==> src/rtl/sys_defs.sv <==
// Shared system definitions for the dispatch path.
// Contents:
//   N_WAY_DEFAULT    - superscalar width used by default (lanes per cycle)
//   IQ_DEPTH_DEFAULT - instruction-queue depth used by default (power of two)
//   DISPATCH_PACKET  - decoded instruction as handed from decode to rename/ROB
//   IQ_ENTRY         - one dispatch-queue slot: packet plus its branch flag
package sys_defs;

   localparam int N_WAY_DEFAULT    = 2;
   localparam int IQ_DEPTH_DEFAULT = 8;

   typedef struct packed {
      logic        valid;
      logic [31:0] pc;
      logic [31:0] inst;
      logic [4:0]  dest_reg;
   } DISPATCH_PACKET;

   typedef struct packed {
      DISPATCH_PACKET pkt;
      logic           branch;
   } IQ_ENTRY;

endpackage

==> src/rtl/lsb_ones_count.sv <==
// Counts the run of consecutive 1s starting at bit 0 of bits_i.
// Ports:
//   bits_i  [N-1:0]         input vector
//   count_o [$clog2(N):0]   length of the unbroken run of 1s from bit 0
module lsb_ones_count #(
   parameter int N = 2
) (
   input  logic [N-1:0]       bits_i,
   output logic [$clog2(N):0] count_o
);

   localparam int CW = $clog2(N) + 1;

   logic run;

   always_comb begin
      count_o = '0;
      run     = 1'b1;
      for (int i = 0; i < N; i++) begin
         // Once a 0 is seen, later 1s no longer extend the run.
         run = run & bits_i[i];
         if (run) begin
            count_o = count_o + CW'(1);
         end
      end
   end

endmodule

==> src/rtl/dispatch_queue.sv <==
// In-order instruction buffer between decode/fetch and rename/ROB.
// Ports:
//   clock            sole clock, rising edge
//   reset            asynchronous active-low reset
//   fetch_packet     decoded instructions in, lane 0 oldest
//   fetch_branch     per-lane branch flag for fetch_packet
//   fetch_ready      room for a full N_WAY group (independent of same-cycle pop)
//   dispatch_packet  oldest N_WAY queued instructions, lane 0 oldest
//   branch_inst      branch flag aligned with dispatch_packet
//   dispatch_num     number of valid lanes presented
//   dispatched       per-lane acceptance from rename/ROB
//   branch_haz       mispredict flush; empties the queue at the edge
//   iq_count         occupied entries
module dispatch_queue
   import sys_defs::*;
#(
   parameter int N_WAY    = N_WAY_DEFAULT,
   parameter int IQ_DEPTH = IQ_DEPTH_DEFAULT
) (
   input  logic                          clock,
   input  logic                          reset,
   input  DISPATCH_PACKET [N_WAY-1:0]    fetch_packet,
   input  logic [N_WAY-1:0]              fetch_branch,
   output logic                          fetch_ready,
   output DISPATCH_PACKET [N_WAY-1:0]    dispatch_packet,
   output logic [N_WAY-1:0]              branch_inst,
   output logic [$clog2(N_WAY):0]        dispatch_num,
   input  logic [N_WAY-1:0]              dispatched,
   input  logic                          branch_haz,
   output logic [$clog2(IQ_DEPTH):0]     iq_count
);

   localparam int PTR_W = $clog2(IQ_DEPTH);
   localparam int CNT_W = PTR_W + 1;
   localparam int LN_W  = $clog2(N_WAY) + 1;

   IQ_ENTRY          entries_q [IQ_DEPTH];
   logic [PTR_W-1:0] head_q, head_d;
   logic [PTR_W-1:0] tail_q, tail_d;
   logic [CNT_W-1:0] count_q, count_d;

   logic [N_WAY-1:0] pres_valid;
   logic [N_WAY-1:0] push_mask;
   logic [N_WAY-1:0] pop_mask;
   logic [LN_W-1:0]  push_n;
   logic [LN_W-1:0]  pop_n;

   // Ready looks only at the registered count so no input reaches any output.
   assign fetch_ready  = (CNT_W'(IQ_DEPTH) - count_q) >= CNT_W'(N_WAY);
   assign dispatch_num = (count_q >= CNT_W'(N_WAY)) ? LN_W'(N_WAY) : LN_W'(count_q);
   assign iq_count     = count_q;

   generate
      for (genvar gi = 0; gi < N_WAY; gi++) begin : g_lane
         logic [PTR_W-1:0] rd_idx;
         // Power-of-two depth: the pointer wraps by truncation.
         assign rd_idx          = head_q + PTR_W'(gi);
         assign pres_valid[gi]  = count_q > CNT_W'(gi);
         assign dispatch_packet[gi] = pres_valid[gi] ? entries_q[rd_idx].pkt : '0;
         assign branch_inst[gi] = pres_valid[gi] & entries_q[rd_idx].branch;
         assign push_mask[gi]   = fetch_packet[gi].valid & fetch_ready;
         assign pop_mask[gi]    = dispatched[gi] & pres_valid[gi];
      end
   endgenerate

   lsb_ones_count #(.N(N_WAY)) u_push_cnt (
      .bits_i  (push_mask),
      .count_o (push_n)
   );

   lsb_ones_count #(.N(N_WAY)) u_pop_cnt (
      .bits_i  (pop_mask),
      .count_o (pop_n)
   );

   always_comb begin
      head_d  = head_q + PTR_W'(pop_n);
      tail_d  = tail_q + PTR_W'(push_n);
      count_d = count_q + CNT_W'(push_n) - CNT_W'(pop_n);
      if (branch_haz) begin
         head_d  = '0;
         tail_d  = '0;
         count_d = '0;
      end
   end

   always_ff @(posedge clock or negedge reset) begin
      if (!reset) begin
         head_q  <= '0;
         tail_q  <= '0;
         count_q <= '0;
      end else begin
         head_q  <= head_d;
         tail_q  <= tail_d;
         count_q <= count_d;
      end
   end

   // Payload storage carries no reset; occupancy alone decides what is visible.
   always_ff @(posedge clock) begin
      if (!branch_haz) begin
         for (int i = 0; i < N_WAY; i++) begin
            if (LN_W'(i) < push_n) begin
               entries_q[tail_q + PTR_W'(i)] <= '{pkt: fetch_packet[i], branch: fetch_branch[i]};
            end
         end
      end
   end

endmodule
==> config.mk <==
export PLATFORM = sky130hd
export DESIGN_NAME = dispatch_queue
export DESIGN_NICKNAME = d
export VERILOG_FILES = /design/src/rtl/sys_defs.sv /design/src/rtl/lsb_ones_count.sv /design/src/rtl/dispatch_queue.sv
export SDC_FILE = /design/constraint.sdc
export NUM_CORES = 1
export LEC_CHECK = 0
export ABC_CLOCK_PERIOD_IN_PS = 12400
export BUFFER_PORTS_ARGS = -buffer_cell sky130_fd_sc_hd__buf_2
export CAP_MARGIN = 25
export CORE_UTILIZATION = 60
export DETAILED_ROUTE_END_ITERATION = 7
export HOLD_SLACK_MARGIN = 0.1
export PLACE_DENSITY = 0.8
export SETUP_SLACK_MARGIN = 0.05
export SYNTH_ARGS = -nofsm -noshare
export SYNTH_HDL_FRONTEND = slang
export SYNTH_SLANG_ARGS = --single-unit
==> constraint.sdc <==
create_clock -name clock -period 12.4 [get_ports clock]
set_input_delay 1.24 -clock clock [delete_from_list [all_inputs] [get_ports clock]]
set_output_delay 1.24 -clock clock [all_outputs]
set_load 0.05 [all_outputs]
==> results.yml <==
layout:
  nNetsFinal: 2455
  drive_above_1_share_pct: 53.47
  fill_cells: 3767
  fin_area_um2: 37430
  regArea_um2: 17320
  areaGrowthSynthToFinish_pct: 10.72
  stdcell_count: 3097
  multi_input_area_um2: 15500
global_routing:
  grt_max_degree: 155
  grtUsageTotal_pct: 32.70
  antenna_found_initial: 23
  overflow: 0
  grt_pass1_wl_mm: 137.1
  grt_pass1_vias: 21809
run:
  maxCapViolCount: 0
cts:
  numCtsBuffers: 60
  cts.hold.buffers_added: 0
  root_buffer: "clkbuf_16"
  cts.path.max_buffers: 3
  post_cts_buffers: 0
  cts_tree: "yes"
  clk_latency_ps: 630
  cts_resized: 0
  htree_levels: 2
  cts.sinks: 578
  path_clk_slew_ps: 60
critical_path:
  rr_endpoint: "entries_q[6][45]"
  cp_slowest_stage_delay_ps: 770
  worst-setup-path-type: "reg2out"
  crit_fanout: 44
  crit_start: "head_q[1]"
  path_delay_family: "buffers and inverters"
  path_cells: "buf_4, buf_16, buf_4, mux4_2, mux2i_1, nor2_1, buf_2"
  cp_num_buf_inv: 4
  rrSetupSlack_ps: 7860
  worstSetupEndpoint: "dispatch_packet[56]"
  path_common_cell: "buf_4"
  rr_worst_depth: 10
  start_kind: "flop"
  critPathSlowestCell: "buf_4"
  cp.required_ps: 11160
  critical_path_cell_count: 7
  worstPathArrival_ps: 4180
  endpoint_kind: "output port"
  r2r_start: "iq_count[0]"
yosys:
  synth.net_count: 2226
  synth_compound_area_share_pct: 1.306
  synth-simple-area-share_pct: 3.472
  synthXorXnorAreaFrac_pct: 0.2073
  synth_top_family_by_area: "multiplexers"
  yosysUniqueCellTypes: 36
  synth-seq-cells: 578
  synth_area_um2: 33810
  avgSynthCellArea_um2: 16.40
  yosysWarnings: 0
  yosys.area_share.adder_pct: 0.7550
  synthCells: 2061
  synthMuxAreaShare_pct: 39.67
  ys_seq_area_share_pct: 51.19
floorplanning:
  die_x_um: 239.4
  core-area_um2: 55420
  die_area_um2: 57300
  ios: 296
  rows: 86
  die_height_um: 239.4
  initial_core_util_pct: 61.01
power_and_ir_drop:
  switchingPower_mw: 4.105
  comb_power_share_pct: 53.9
  internal-power_mw: 4.814
  clkPwrFrac_pct: 18.6
  leakagePower_nw: 12.38
  p_per_area_nw_per_um2: 238.3
  ir_worst_vdd_mv: 0.2398
  switching_share_pct: 46.02
  power_mw: 8.918
  seqPwrFrac_pct: 27.5
drt:
  via_per_inst: 6.861
  routed_wl_mm: 93.34
  vias: 21248
  drt_iter0_markers: 2074
  wl_per_cell_um: 30.14
  drt_first_pass_iters: 5
  drcViolationCount: 0
  ant_nets: 0
run_status:
  outcome: "finished, final reports clean"
timing:
  setup_viol: 0
  fin_crit_sh_pct: 43.71
  finalSetupTns_ps: 0
  rsz0062_at_grt: "no"
  worstMarginPinSlew_ps: 1127
  timing.fmax_mhz: 184.5
  slew_headroom_pct: 24.89
  drv_slew: 0
  finalHoldViolCount: 0
  finClkSkew_ps: 13.21
  period_needed_ps: 5420
placement:
  gp_congestion: 0.8316
  placed_cells: 2975
  placed_area_um2: 35620
  port_buffers: 295
  dpl.hpwl_mm: 52.18
worst_hold_path:
  min_path_type: "in2async"
final cells by class:
cell class / instances / area share (%)
Sequential cell: 578 / 46.26
Multi-Input combinational cell: 1301 / 41.42
Timing Repair Buffer: 339 / 4.947
Clock buffer: 78 / 4.248
Tap cell: 748 / 2.500
Clock inverter: 28 / 0.4145
Inverter: 10 / 0.1070
Antenna cell: 15 / 0.1003
cells by family after synthesis:
family | after synthesis
muxes | 915
DFF | 578
and+or+nand+nor | 274
buffers and inverters | 182
AOI/OAI and AO/OA | 86
adders and majority gates | 18
xor gates and xnor gates | 8
Yosys cell counts, drive strengths merged:
library cell	instances	area share [%]
and2	1	0.019
nand4	1	0.019
fa	4	0.24
dfrtp	10	0.74
clkbuf	58	0.64
or2	1	0.019
nor2	87	0.97
or3	5	0.093
nor3b	1	0.022
buf	114	2.6
xor2	2	0.052
nand3	7	0.16
nand2	151	1.7
ha	14	0.52
nor2b	6	0.11
xnor2	6	0.16
a31oi	5	0.093
mux2i	71	2.1
a21o	1	0.022
mux2	560	19
nand3b	1	0.022
edfxtp	568	50
o21a	1	0.022
o21ai	2	0.030
nor3	12	0.34
nor4	1	0.019
inv	10	0.12
mux4	284	19
a21oi	77	1.1
worst min-delay path by stage:
stage	start	to	slack, ps	cells after the start
floorplan	head_q[0]	head_q[0]	610	2
detailed placement	tail_q[2]	tail_q[2]	720	2
global placement	tail_q[2]	tail_q[2]	720	2
global route	reset	iq_count[3]	490	1
finish	reset	iq_count[3]	490	1
CTS	reset	iq_count[3]	470	1
flip-flops by register name, indices dropped and copies added, names as in the netlist:
| signal | cells |
|---|---|
| tail_q | 3 |
| iq_count | 4 |
| entries_q | 568 |
| head_q | 3 |
placed cells by master, fill, tap and decap left out, types with 4 or more instances in the layout:
cell,n
dfrtp_1,7
nor2b_1,6
nand3_4,4
mux2_2,524
nor2_1,82
clkinv_2,8
or3_1,5
xnor2_1,5
a31oi_1,5
fa_1,4
clkinv_1,16
nor2_4,5
buf_4,41
clkbuf_1,17
buf_2,295
nor3_4,5
clkbuf_16,61
nand2_1,151
diode_2,15
mux2i_1,71
mux4_2,284
edfxtp_1,568
ha_1,13
nor3_1,7
mux2_1,36
inv_1,8
a21oi_1,74
power groups by stage:
stage	Clock [mW]	Sequential, mW	Combinational, mW
floorplan	0	2.44	3.65
global placement	0	2.48	4.74
detailed placement	0	2.49	4.77
CTS	1.67	2.45	4.79
global route	1.75	2.47	5.00
finish	1.66	2.45	4.81
per-stage QoR:
step / hold WS [ps] / setup slack, ps / utilization [%]
final: 486.3 / 6980 / 67.55
after global routing: 486.2 / 6671 / 67.52
after CTS: 474.3 / 6661 / 67.43
after detailed placement: 718.2 / 7372 / 64.28
after global placement: 717.8 / 7391 / 64.24
after floorplan: 612.1 / 6429 / -
worst reg2reg max path, stage by stage, from the launching register on:
cell and delay, ps:
dfrtp_1 450, inv_1 180, ha_1 240, nor3b_1 70, a21oi_1 230, nor3_4 160
inv_4 180, nand3b_1 580, a21oi_4 800, buf_4 480, buf_4 750
per-layer routing:
metal / share of wire [%] / global-route usage [%] / vias up / wire [µm]
li1: - / - / 8814 / -
met2: 50 / 54.93 / 1130 / 46960
met3: 9.8 / 6.869 / 204 / 9152
met5: 0.11 / 0 / - / 104
met1: 37 / 42.64 / 11082 / 34690
met4: 2.6 / 10.74 / 18 / 2428
(Power assumes the default switching activity.)
